===== src/rtl/vend_pkg.sv =====
// Shared types and constants for the change payout unit.
// Holds the FSM state enum, coin values in quarter units and the amount width.
package vend_pkg;

  localparam int AMT_W = 3;

  localparam logic [AMT_W-1:0] QTR_U  = 3'd1;
  localparam logic [AMT_W-1:0] HALF_U = 3'd2;

  typedef enum logic [2:0] {
    S_IDLE,
    S_SELECT,
    S_PULSE,
    S_GAP,
    S_DONE,
    S_FAULT
  } state_e;

endpackage


===== src/rtl/payout_timer.sv =====
// Loadable down-counter shared by the coin pulse and inter-coin gap phases.
// Ports: clk_i, rst_ni, load_i/load_val_i (preset), expired_o (count is 0).
module payout_timer #(
  parameter int CNT_W = 2
) (
  input  logic             clk_i,
  input  logic             rst_ni,
  input  logic             load_i,
  input  logic [CNT_W-1:0] load_val_i,
  output logic             expired_o
);

  localparam logic [CNT_W-1:0] ONE = CNT_W'(1);

  logic [CNT_W-1:0] cnt_q, cnt_d;

  always_comb begin
    cnt_d = cnt_q;
    if (load_i) begin
      cnt_d = load_val_i;
    end else if (cnt_q != '0) begin
      cnt_d = cnt_q - ONE;
    end
  end

  always_ff @(posedge clk_i or negedge rst_ni) begin
    if (!rst_ni) cnt_q <= '0;
    else         cnt_q <= cnt_d;
  end

  assign expired_o = (cnt_q == '0);

endmodule


===== src/rtl/change_payout.sv =====
// Coin changer: pays a quarter-unit amount greedily with half dollars, then
// quarters, as timed eject pulses. Ports: CLK, RES (async low), request
// handshake, refills, clear_fault, coin drives, status, inventories.
module change_payout
  import vend_pkg::*;
#(
  parameter int PULSE_CYCLES = 4,
  parameter int GAP_CYCLES   = 2,
  parameter int INV_W        = 8,
  parameter int INIT_INV     = 10
) (
  input  logic             CLK,
  input  logic             RES,
  input  logic             req_valid,
  input  logic [AMT_W-1:0] req_amt,
  output logic             req_ready,
  input  logic             refill_half,
  input  logic             refill_qtr,
  input  logic             clear_fault,
  output logic             halfDollar_out,
  output logic             quarter_out,
  output logic             busy,
  output logic             done,
  output logic             short_flag,
  output logic [AMT_W-1:0] short_amt,
  output logic [INV_W-1:0] half_inv,
  output logic [INV_W-1:0] qtr_inv
);

  localparam int MAXC = (PULSE_CYCLES > GAP_CYCLES) ?
                        PULSE_CYCLES : GAP_CYCLES;
  localparam int TW   = (MAXC < 2) ? 1 : $clog2(MAXC);

  localparam logic [TW-1:0]    PULSE_LD = TW'(PULSE_CYCLES - 1);
  localparam logic [TW-1:0]    GAP_LD   = TW'(GAP_CYCLES - 1);
  localparam logic [INV_W-1:0] INV_MAX  = '1;
  localparam logic [INV_W-1:0] INV_ONE  = INV_W'(1);
  localparam logic [INV_W-1:0] INV_RST  = INV_W'(INIT_INV);

  state_e           state_q, state_d;
  logic [AMT_W-1:0] remain_q, remain_d;
  logic             sel_half_q, sel_half_d;
  logic [INV_W-1:0] half_inv_q, half_inv_d;
  logic [INV_W-1:0] qtr_inv_q, qtr_inv_d;
  logic             half_out_q, half_out_d;
  logic             qtr_out_q, qtr_out_d;

  logic          half_dec, qtr_dec;
  logic          tmr_load, tmr_exp;
  logic [TW-1:0] tmr_val;

  payout_timer #(.CNT_W(TW)) u_timer (
    .clk_i      (CLK),
    .rst_ni     (RES),
    .load_i     (tmr_load),
    .load_val_i (tmr_val),
    .expired_o  (tmr_exp)
  );

  always_comb begin
    state_d    = state_q;
    remain_d   = remain_q;
    sel_half_d = sel_half_q;
    half_dec   = 1'b0;
    qtr_dec    = 1'b0;
    tmr_load   = 1'b0;
    tmr_val    = PULSE_LD;
    unique case (state_q)
      S_IDLE: begin
        if (req_valid) begin
          remain_d = req_amt;
          state_d  = S_SELECT;
        end
      end
      S_SELECT: begin
        if (remain_q >= HALF_U && half_inv_q != '0) begin
          remain_d   = remain_q - HALF_U;
          half_dec   = 1'b1;
          sel_half_d = 1'b1;
          tmr_load   = 1'b1;
          state_d    = S_PULSE;
        end else if (remain_q >= QTR_U && qtr_inv_q != '0) begin
          remain_d   = remain_q - QTR_U;
          qtr_dec    = 1'b1;
          sel_half_d = 1'b0;
          tmr_load   = 1'b1;
          state_d    = S_PULSE;
        end else if (remain_q == '0) begin
          state_d = S_DONE;
        end else begin
          state_d = S_FAULT;
        end
      end
      S_PULSE: begin
        if (tmr_exp) begin
          tmr_load = 1'b1;
          tmr_val  = GAP_LD;
          state_d  = S_GAP;
        end
      end
      S_GAP: begin
        if (tmr_exp) state_d = S_SELECT;
      end
      S_DONE: state_d = S_IDLE;
      S_FAULT: begin
        if (clear_fault) begin
          remain_d = '0;
          state_d  = S_IDLE;
        end
      end
      default: state_d = S_IDLE;
    endcase
  end

  // A refill landing on the same edge as a dispense cancels out.
  always_comb begin
    half_inv_d = half_inv_q;
    if (refill_half && !half_dec) begin
      if (half_inv_q != INV_MAX) half_inv_d = half_inv_q + INV_ONE;
    end else if (half_dec && !refill_half) begin
      half_inv_d = half_inv_q - INV_ONE;
    end
    qtr_inv_d = qtr_inv_q;
    if (refill_qtr && !qtr_dec) begin
      if (qtr_inv_q != INV_MAX) qtr_inv_d = qtr_inv_q + INV_ONE;
    end else if (qtr_dec && !refill_qtr) begin
      qtr_inv_d = qtr_inv_q - INV_ONE;
    end
  end

  // Coin drives come from flops so they are glitch-free.
  assign half_out_d = (state_d == S_PULSE) && sel_half_d;
  assign qtr_out_d  = (state_d == S_PULSE) && !sel_half_d;

  always_ff @(posedge CLK or negedge RES) begin
    if (!RES) begin
      state_q    <= S_IDLE;
      remain_q   <= '0;
      sel_half_q <= 1'b0;
      half_inv_q <= INV_RST;
      qtr_inv_q  <= INV_RST;
      half_out_q <= 1'b0;
      qtr_out_q  <= 1'b0;
    end else begin
      state_q    <= state_d;
      remain_q   <= remain_d;
      sel_half_q <= sel_half_d;
      half_inv_q <= half_inv_d;
      qtr_inv_q  <= qtr_inv_d;
      half_out_q <= half_out_d;
      qtr_out_q  <= qtr_out_d;
    end
  end

  assign req_ready      = (state_q == S_IDLE);
  assign busy           = (state_q != S_IDLE);
  assign done           = (state_q == S_DONE);
  assign short_flag     = (state_q == S_FAULT);
  assign short_amt      = short_flag ? remain_q : '0;
  assign halfDollar_out = half_out_q;
  assign quarter_out    = qtr_out_q;
  assign half_inv       = half_inv_q;
  assign qtr_inv        = qtr_inv_q;

endmodule


===== config.mk =====
export PLATFORM = sky130hd
export DESIGN_NAME = change_payout
export DESIGN_NICKNAME = d
export VERILOG_FILES = /design/src/rtl/vend_pkg.sv /design/src/rtl/payout_timer.sv /design/src/rtl/change_payout.sv
export SDC_FILE = /design/constraint.sdc
export NUM_CORES = 1
export LEC_CHECK = 0
export CAP_MARGIN = 20
export CORE_MARGIN = 3
export CORE_UTILIZATION = 57
export DETAILED_ROUTE_END_ITERATION = 16
export HOLD_SLACK_MARGIN = 0.06
export PLACE_DENSITY = 0.95
export SLEW_MARGIN = 20
export SYNTH_ARGS = -nofsm -noshare
export SYNTH_HDL_FRONTEND = slang
export SYNTH_SLANG_ARGS = --single-unit

===== constraint.sdc =====
create_clock -name CLK -period 4.45 [get_ports CLK]
set_input_delay 0.89 -clock CLK [delete_from_list [all_inputs] [get_ports CLK]]
set_output_delay 0.89 -clock CLK [all_outputs]
set_load 0.03 [all_outputs]

==> run metrics, run 1 <==
Crit-path slowest cell=dfrtp_1; DRC Markers=0; Resized Gates After CTS=0; Final Util=roughly three quarters; sequential element share of the synthesized area=36.0%; TritonCTS clock tree=done; Worst Path Buf+Inv=0; Initial Util=between 60% and 70%; Syn Area/Cell=9.35 µm²; Synth Register Bits=27; clock-pin slew on the worst setup and hold paths=170 ps; DP Area=2270 µm²; HPWL after DPL=3200 µm; worst path arrival time=3330 ps; Worst-Margin Slew=566 ps; largest stage delay on the critical path=510 ps; Startpoint Class=flip-flop; Syn Nets=231; post-route design area=2300 µm²; I/O pin cnt=34; Post-DRT Antenna Nets=0; drt wl/cell=approximately 14 µm; Hold Path Class=input pin to async pin; Layout area overhead=21.6%; Post-synth EDFFs=0; Row Count=20; Main synth FF type=dfrtp_1; number of fill cells=257; Vias=around 1,600; Port Buffer Count=33; ys async rst share=100%; GPL Wtd Cong=approximately 0.86; layout cell share with drive strength beyond 1=10.9%; Chip Width=63.6 µm; post-DR vias/cell=5.66; crit path max fanout=7; Setup-failing EPs final=0; period utilisation layout=68.9%; first-pass GRT wire length=6820 µm; reg-to-reg slack, setup=around 1400 ps; Clock Latency Late Sink=350 ps; max_cap viols=0; Post-Route Skew=14.6 ps; crit end category=flip-flop; worst IR drop on VDD=0.000558 V; final max-slew violation count=0; cts hold-fix bufs=0; htree depth=1; drt total wl=4030 µm; Post-Synthesis Cells=between 200 and 250; worst endpoint required time=4710 ps; Core ar.=around 3100 µm²; initial antenna violation count=0; RSZ-0062 raised after global routing=false; CP dominant cell by count=a21oi_1; largest net degree at the start of global routing=26; DR pass1 iterations=4; dpl ws=1250 ps; Leakage=between 1 and 1.5 nW; Clock Tree Buf Depth=2; min cycle time layout=3070 ps; WHS=498 ps; Setup Crit Path Kind=flip-flop to flip-flop; vias in the first global route=1,569; overall routing resource usage=20.7%; Pwr per Cell Area=848 nW/µm²; area leader, netlist=dfrtp_1; Ys Warns=0; nets=269; Synth top area share=around 30%; Die H=roughly 64 µm; synth unique cells=46; Peak Freq=326 MHz; Root Driver=clkbuf_4; CP Cell Sequence=nor4_2 > a21oi_1 > nand2_1 > nand2_1 > fa_1 > a21o_1 > a21oi_1 > o21bai_1 > a21oi_1 > xnor2_1 > mux2_2; worst setup margin=1380 ps; Starting DRT DRC Count=57; Post-Syn Area=1890 µm²; final setup TNS=0 ps; cell family with most CP delay=compound AO/OA/AOI/OAI gates; ANT cells=0; status=completed; Final Hold Fails=0; GRT Residual Overflow=0; Num CTS Buffers=3; top cells by area, synth=dfrtp_1 30%, ha_1 12%, nand2_1 5.8%; clk sinks=27; die footprint=4040 µm²; Slew headroom=62.3%; setup bufs post-CTS=0
==> power by group <==
group	switching (mW)	internal [mW]	leakage (nW)
Combinational	0.705	0.578	0.692
Sequential	0.158	0.386	0.316
Clock	0.0850	0.0368	0.0183
==> cells by family after synthesis <==
| logic type | Yosys count | share of synthesized area [%] |
|---|---|---|
| flip-flops | 27 | 36.0 |
| XOR/XNOR | 12 | 5.56 |
| multiplexers | 9 | 5.43 |
| AND/OR/NAND/NOR | 69 | 18.1 |
| adder cells (fa/ha/maj) | 20 | 14.0 |
| AO/OA/AOI/OAI | 51 | 17.6 |
| buffers and inverters | 14 | 3.18 |
==> state kept, by name, indices dropped and copies added, names as in the netlist <==
name,count
half_inv,8
qtr_inv,8
remain_q,3
state_q,3
u_timer.cnt_q,2
halfDollar_out,1
quarter_out,1
sel_half_q,1
==> worst paths after layout <==
kind | startpoint | end | cells past startpoint
min reg2reg | sel_half_q$_DFF_PN0_ | sel_half_q$_DFF_PN0_ | 2
max reg2reg | half_inv[0]$_DFFE_PN0P_ | half_inv[6]$_DFFE_PN0P_ | 11
min in group CLK | sel_half_q$_DFF_PN0_ | sel_half_q$_DFF_PN0_ | 2
max | half_inv[0]$_DFFE_PN0P_ | half_inv[6]$_DFFE_PN0P_ | 11
min | RES | half_inv[6]$_DFFE_PN0P_ | 1
max in group asynchronous | RES | qtr_inv[7]$_DFFE_PN0P_ | 2
==> area by class of cell <==
| cell class | instances | area (µm²) | area share, % |
|---|---|---|---|
| clock buffer | 3 | 22.5 | 0.980 |
| clock inverter | 1 | 8.76 | 0.381 |
| inverter | 13 | 48.8 | 2.12 |
| multi-input combinational | 161 | 1150 | 50.0 |
| sequential | 27 | 681 | 29.6 |
| tap | 44 | 55.1 | 2.40 |
| timing repair buffer | 34 | 333 | 14.5 |
==> cell usage in the layout (no fill, tap or decap), drive strengths merged, types with 3 or more instances in the layout <==
| cell | count |
|---|---|
| clkdlybuf4s50 | 32 |
| nand2 | 30 |
| dfrtp | 23 |
| ha | 18 |
| inv | 14 |
| nor2 | 14 |
| o21ai | 14 |
| a21oi | 11 |
| mux2 | 7 |
| xnor2 | 6 |
| xor2 | 6 |
| nand2b | 5 |
| nand4 | 5 |
| a21o | 5 |
| o21a | 4 |
| dfstp | 4 |
| nor4 | 4 |
| nor3 | 3 |
| clkbuf | 3 |
==> cells in the mapped netlist (5+ instances only) <==
library cell  count
a21oi_1          11
dfrtp_1          23
ha_1             18
inv_1            13
mux2_2            6
nand2_1          29
nand2b_1          5
nand4_1           5
nor2_1           13
o21ai_0          10
xnor2_1           6
xor2_1            6
==> worst register-to-register path, stage by stage, from the launching register on <==
cell,delay (ps)
dfrtp_1,510
nor4_2,360
a21oi_1,180
nand2_1,220
nand2_1,220
fa_1,450
a21o_1,190
a21oi_1,230
o21bai_1,100
a21oi_1,180
xnor2_1,80
mux2_2,250
==> layer usage <==
layer  track usage, %  wire (µm)
met1             25.9       1840
met2             36.8       1970
met3             2.67        152
met4             6.20         70
met5                0          0
==> through the flow <==
step	total power [mW]	std cells
after floorplan	1.45	202
after global placement	1.77	279
after detailed placement	1.83	279
after CTS	1.95	283
after global routing	2.10	283
final	1.95	283
(Power assumes the default switching activity.)
==> inputs of run 2 (changes only) <==
CORE_UTILIZATION = 53   (was 57)
PLACE_DENSITY = 0.9   (was 0.95)
clock period = 3.1 ns   (was 4.45 ns; I/O delays follow)
==> run 2 against run 1 <==
First-iteration DRC count rose by 140%. Sequential share of layout area fell by 0.67 points. Non-clock buffer count increased by 4. Critical path type unchanged. Highest routed layer unchanged. Routed wire length up 2.7%. Clock-buffer cell count unchanged. Sequential power increased by 42%. Clock skew about the same. Largest cell class unchanged. Hold slack better by 19 ps. Utilization decreased by 4.6 points.
==> run metrics, run 2 (same netlist as run 1, synthesis figures left out) <==
I/O pin cnt=34 (unchanged); Post-Route Skew=14.4 ps (-0.225 ps); drt total wl=4140 µm (+2.7%); cts hold-fix bufs=0 (unchanged); final max-slew violation count=0 (unchanged); crit end category=flip-flop; Peak Freq=347 MHz (+6.6%); overall routing resource usage=21.4% (+0.77 points); sequential share of power=27.2% (-0.7 points); first-pass GRT wire length=7330 µm (+7.4%); Row Count=21 (+5.0%); die footprint=4320 µm² (+6.8%); Num CTS Buffers=3 (unchanged); Port Buffer Count=33 (unchanged); number of fill cells=261 (+1.6%); GPL Wtd Cong=0.912 (+6.1%); DRC Markers=0 (unchanged); Internal Power=1.47 mW (+47%); GRT Residual Overflow=0 (unchanged); commonest non-fill, non-tap cell in the layout=clkdlybuf4s50_1; Clock Tree Buf Depth=2 (unchanged); status=completed; clock network fraction of design power=5.7% (-0.5 points); Core ar.=3390 µm² (+9.2%); reg-to-reg slack, setup=220 ps (-1160 ps); largest net degree at the start of global routing=28 (+7.7%); Pwr per Cell Area=1210 nW/µm² (+42%); Worst Reg2Reg Path Length in Cells=11 (unchanged); vias in the first global route=1,681 (+7.1%); worst endpoint required time=3330 ps (-1380 ps); nets=273 (+1.5%); drt wl/cell=14.3 µm (+0.60%); Chip Width=65.7 µm (+3.4%); max_cap viols=0 (unchanged); layout cell share with drive strength beyond 1=14.0% (+3.1 points); Final Hold Fails=0 (unchanged); Final Util=69.5% (-4.6 points); Setup Crit Path Kind=flip-flop to flip-flop; Vias=1,635 (+2.0%); min cycle time layout=2880 ps (-189 ps); DR pass1 iterations=4 (unchanged); dpl ws=69.0 ps (-1180 ps); ANT cells=0 (unchanged); Setup-failing EPs final=0 (unchanged); post-DR vias/cell=5.66 (-0.12%); Initial Util=55.7% (-5.1 points); TritonCTS clock tree=done; hold depth=2; Clock Latency Late Sink=340 ps (about the same); Post-DRT Antenna Nets=0 (unchanged); Hold Path End=sel_half_q$_DFF_PN0_; Die H=65.7 µm (+3.4%); crit path max fanout=7 (unchanged); Startpoint Class=flip-flop; htree depth=1 (unchanged); most frequent cells in the layout=33 x clkdlybuf4s50_1, 27 x nand2_1, 22 x dfrtp_1, 18 x ha_1; period utilisation layout=92.8% (+24 points); clock-pin slew on the worst setup and hold paths=160 ps (about the same); Starting DRT DRC Count=135 (+140%); Root Driver=clkbuf_4; Worst-Margin Slew=454 ps (-112 ps); worst IR drop on VDD=0.000677 V (+21%); worst setup margin=222 ps (-1160 ps); FF-to-FF End=half_inv[6]$_DFFE_PN0P_; worst path arrival time=3110 ps (-220 ps); r2r startpoint=half_inv[0]$_DFFE_PN0P_; Leakage=1.04 nW (+1.6%); Layout area overhead=24.6%; sw power=1.36 mW (+44%); HPWL after DPL=3140 µm (-1.9%); initial antenna violation count=0 (unchanged); Hold Path Class=flip-flop to flip-flop; clk sinks=27 (unchanged); switching share of power=48.1% (-0.54 points); hold path startpoint=sel_half_q$_DFF_PN0_; combinational cell fraction of total power=67.1% (+1.3 points); Slew headroom=69.4% (+7.2 points)
[run 2: worst max-delay path, cell delays in order (launching register included)]
cell,delay [ps]
dfrtp_2,490
nor4_2,350
a21oi_2,140
nand2_1,220
nand2_2,170
fa_1,420
a21o_1,180
a21oi_1,210
o21bai_1,90
a21oi_1,170
xnor2_1,70
mux2_2,260
[run 2: final cells by class]
cell class | count | area (µm²) | share of cell area [%]
Clock inverter | 1 | 7.51 | 0.319
Timing Repair Buffer | 38 | 368 | 15.6
Multi-Input combinational cell | 161 | 1170 | 49.6
Tap cell | 46 | 57.6 | 2.44
Inverter | 13 | 48.8 | 2.07
Sequential cell | 27 | 682 | 29.0
Clock buffer | 3 | 22.5 | 0.956
[run 2: through the flow]
step | area, µm² | power, mW | setup TNS [ps] | std cells | hold slack [ps]
final | 2350 | 2.84 | 0 | 289 | 518
after CTS | 2320 | 2.81 | 0 | 287 | 521
after floorplan | 1890 | 2.08 | 0 | 202 | 324
after global placement | 2290 | 2.57 | 0 | 283 | 478
after global routing | 2350 | 3.11 | -33.2 | 289 | 547
after detailed placement | 2290 | 2.63 | 0 | 283 | 489
[run 2: power groups by stage]
stage / Sequential, mW / Clock (mW) / Combinational [mW]
final: 0.772 / 0.161 / 1.91
after global routing: 0.810 / 0.176 / 2.13
after global placement: 0.766 / 0 / 1.80
after CTS: 0.767 / 0.167 / 1.87
after floorplan: 0.972 / 0 / 1.11
after detailed placement: 0.773 / 0 / 1.86
[run 2: repair_timing]
item                                    in CTS  in global routing
hold endpoints to repair                     0                  0
endpoints found under the setup margin       0                  4
buffers inserted                             0                  2
gates resized for setup                      0                  7
[run 2: how the worst max path moves through the flow]
stage                       startpoint                       to  slack (ps)  cells after the start
2_1_floorplan  half_inv[0]$_DFFE_PN0P_  half_inv[6]$_DFFE_PN0P_         330                     11
3_3_place_gp   half_inv[0]$_DFFE_PN0P_  half_inv[6]$_DFFE_PN0P_         200                     11
3_5_place_dp    qtr_inv[1]$_DFFE_PN1P_   qtr_inv[6]$_DFFE_PN0P_          70                     11
4_1_cts         qtr_inv[1]$_DFFE_PN1P_   qtr_inv[6]$_DFFE_PN0P_          30                     11
5_1_grt        remain_q[1]$_DFFE_PN0P_   qtr_inv[6]$_DFFE_PN0P_         -30                     14
6_report       half_inv[0]$_DFFE_PN0P_  half_inv[6]$_DFFE_PN0P_         220                     11
[run 2: routing by layer]
layer | part of all wire, % | vias up | global-route usage (%) | wire, µm
li1 | - | 801 | - | -
met1 | 42 | 783 | 27.0 | 1730
met2 | 51 | 43 | 35.8 | 2120
met3 | 4.8 | 8 | 5.47 | 200
met4 | 2.1 | 0 | 6.74 | 87
met5 | 0 | - | 0 | 0
==> inputs of run 3 (changes only) <==
CORE_UTILIZATION = 30   (was 53)
PLACE_DENSITY = 0.61   (was 0.9)
RECOVER_POWER = 100   (was not set)
==> run 3 against run 2 <==
The flow now finishes with violations (max-capacitance violations, max-slew violations). Global-route usage is 9.8 points lower. Largest cell class unchanged. Total power fell by 2.1%. Largest power group unchanged. Worst setup slack improved by 81 ps. Hold slack lost 13 ps. Highest routed layer unchanged. Clock-buffer cell count up 1. Critical endpoint unchanged. Critical path depth unchanged. Final cell count up 10%. Final area is 1.8% higher. Register-to-register slack gained 80 ps. First-iteration DRC count fell by 65%. Routed wire length decreased by 4.5%. Flip-flop and latch count is the same.
==> run metrics, run 3 (same netlist as run 1, synthesis figures left out) <==
die footprint=7290 µm² (+69%); crit end category=flip-flop; worst path arrival time=2970 ps (-140 ps); largest stage delay on the critical path=480 ps (about the same); commonest non-fill, non-tap cell in the layout=nand2_1; max_cap viols=1 (+1); I/O pin cnt=34 (unchanged); crit path max fanout=7 (unchanged); Row Count=28 (+33%); Most Crowded Layer GR=met2; worst endpoint required time=3270 ps (-60 ps); Leakage=1.07 nW (+2.9%); ANT cells=0 (unchanged); GRT met1 Usage=15.5% (-11 points); Pwr per Cell Area=1160 nW/µm² (-3.8%); initial antenna violation count=0 (unchanged); htree depth=1 (unchanged); first-pass GRT wire length=6920 µm (-5.6%); Vias=1,568 (-4.1%); final max-slew violation count=28 (+28); GPL Wtd Cong=0.807 (-12%); RSZ-0062 raised after global routing=false; CP dominant cell by count=a21oi_1; Worst-Margin Slew=1520 ps (+1060 ps); Final Util=39.8% (-30 points); drt wl/cell=12.4 µm (-13%); most frequent cells in the layout=28 x nand2_1, 27 x dlygate4sd3_1, 23 x dfrtp_1, 18 x ha_1; Setup Crit Path Kind=flip-flop to flip-flop; Crit. Startpoint=half_inv[0]$_DFFE_PN0P_; GRT Residual Overflow=0 (unchanged); HPWL after DPL=3080 µm (-1.7%); DRC Markers=0 (unchanged); Setup-failing EPs final=0 (unchanged); period utilisation layout=90.2% (-2.6 points); clk sinks=27 (unchanged); Post-Route Skew=4.45 ps (-9.94 ps); Final Hold Fails=0 (unchanged); Worst Reg2Reg Path Length in Cells=11 (unchanged); post-route design area=2400 µm² (+1.8%); Chip Width=85.4 µm (+30%); nets=273 (unchanged); final setup TNS=0 ps (unchanged); Core ar.=6030 µm² (+78%); Initial Util=31.4% (-24 points); post-DR vias/cell=4.93 (-13%); layout cell share with drive strength beyond 1=11.5% (-2.5 points); min cycle time layout=2800 ps (-81.3 ps); TritonCTS clock tree=done; DP Area=2340 µm² (+2.2%); M2 GR Usage=18.9% (-17 points); CP Cell Sequence=nor4_2 > a21oi_1 > nand2_2 > nand2_2 > fa_1 > a21o_1 > a21oi_1 > o21bai_1 > a21oi_1 > xnor2_1 > mux2_2; Root Driver=clkbuf_8; Clock Tree Buf Depth=2 (unchanged); Num CTS Buffers=3 (unchanged); vias in the first global route=1,533 (-8.8%); Peak Freq=358 MHz (+2.9%); DR pass1 iterations=4 (unchanged); status=finished with violations; Cells after DPL=314 (+11%); Port Buffer Count=33 (unchanged); Post-DRT Antenna Nets=0 (unchanged); Startpoint Class=flip-flop; clock-pin slew on the worst setup and hold paths=90 ps (-70 ps); hold depth=2 (unchanged); Post-Layout Cell Count=318 (+10%); largest net degree at the start of global routing=28 (unchanged); Starting DRT DRC Count=47 (-65%); overall routing resource usage=11.7% (-9.8 points); Clock Latency Late Sink=270 ps (-70 ps); Crit-path slowest cell=dfrtp_1; Die H=85.4 µm (+30%); Hold Path Class=flip-flop to flip-flop; WHS=505 ps (-12.9 ps); failing checks=max-capacitance violations, max-slew violations; met3 usage=2.62% (-2.8 points); worst IR drop on VDD=0.000555 V (-18%); Slew headroom=-1.03% (-70 points); hold path startpoint=sel_half_q$_DFF_PN0_; drt total wl=3950 µm (-4.5%); r2r startpoint=half_inv[0]$_DFFE_PN0P_; Layout area overhead=26.9%
==> run 3: final timing paths <==
kind / end / slack [ps]
min: sel_half_q$_DFF_PN0_ / 500
max in group asynchronous: halfDollar_out$_DFF_PN0_ / 990
min in group asynchronous: remain_q[1]$_DFFE_PN0P_ / 1230
min reg2reg: sel_half_q$_DFF_PN0_ / 500
max: half_inv[6]$_DFFE_PN0P_ / 300
max reg2reg: half_inv[6]$_DFFE_PN0P_ / 300
==> run 3: what timing repair did <==
action                                  CTS  global route
hold buffers                              0             0
endpoints found under the hold margin     0             0
buffers inserted                          0             0
gates resized for setup                   0             6
endpoints found under the setup margin    0             4
==> run 3: per-stage QoR <==
step / setup WS, ps / total power [mW]
after CTS: 111 / 2.84
after global routing: 44.8 / 3.08
after floorplan: 328 / 2.08
after global placement: 163 / 2.62
final: 303 / 2.78
after detailed placement: 138 / 2.63
==> run 3: area by class of cell <==
| class | count | area [µm²] |
|---|---|---|
| Clock buffer | 4 | 45.0 |
| Fill cell | 637 | 3630 |
| Inverter | 13 | 48.8 |
| Multi-Input combinational cell | 161 | 1170 |
| Sequential cell | 27 | 681 |
| Tap cell | 75 | 93.8 |
| Timing Repair Buffer | 38 | 360 |
==> run 3: power by group <==
part	internal [mW]	total, mW	switching (mW)
combinational	0.805	1.80	0.993
sequential	0.557	0.777	0.220
clock	0.0922	0.204	0.112
==> run 3: critical path: cells and delay by family (launching register included) <==
family | cells | cell delay, ps
AO/OA/AOI/OAI | 5 | 820
XOR/XNOR | 1 | 80
adder cells (fa/ha/maj) | 1 | 430
flip-flops | 1 | 480
multiplexers | 1 | 250
AND/OR/NAND/NOR | 3 | 630
==> run 3: layer usage <==
layer,routed length (µm),share of wire (%)
met5,0,0
met4,57,1.4
met3,181,4.6
met2,1840,47
met1,1880,47
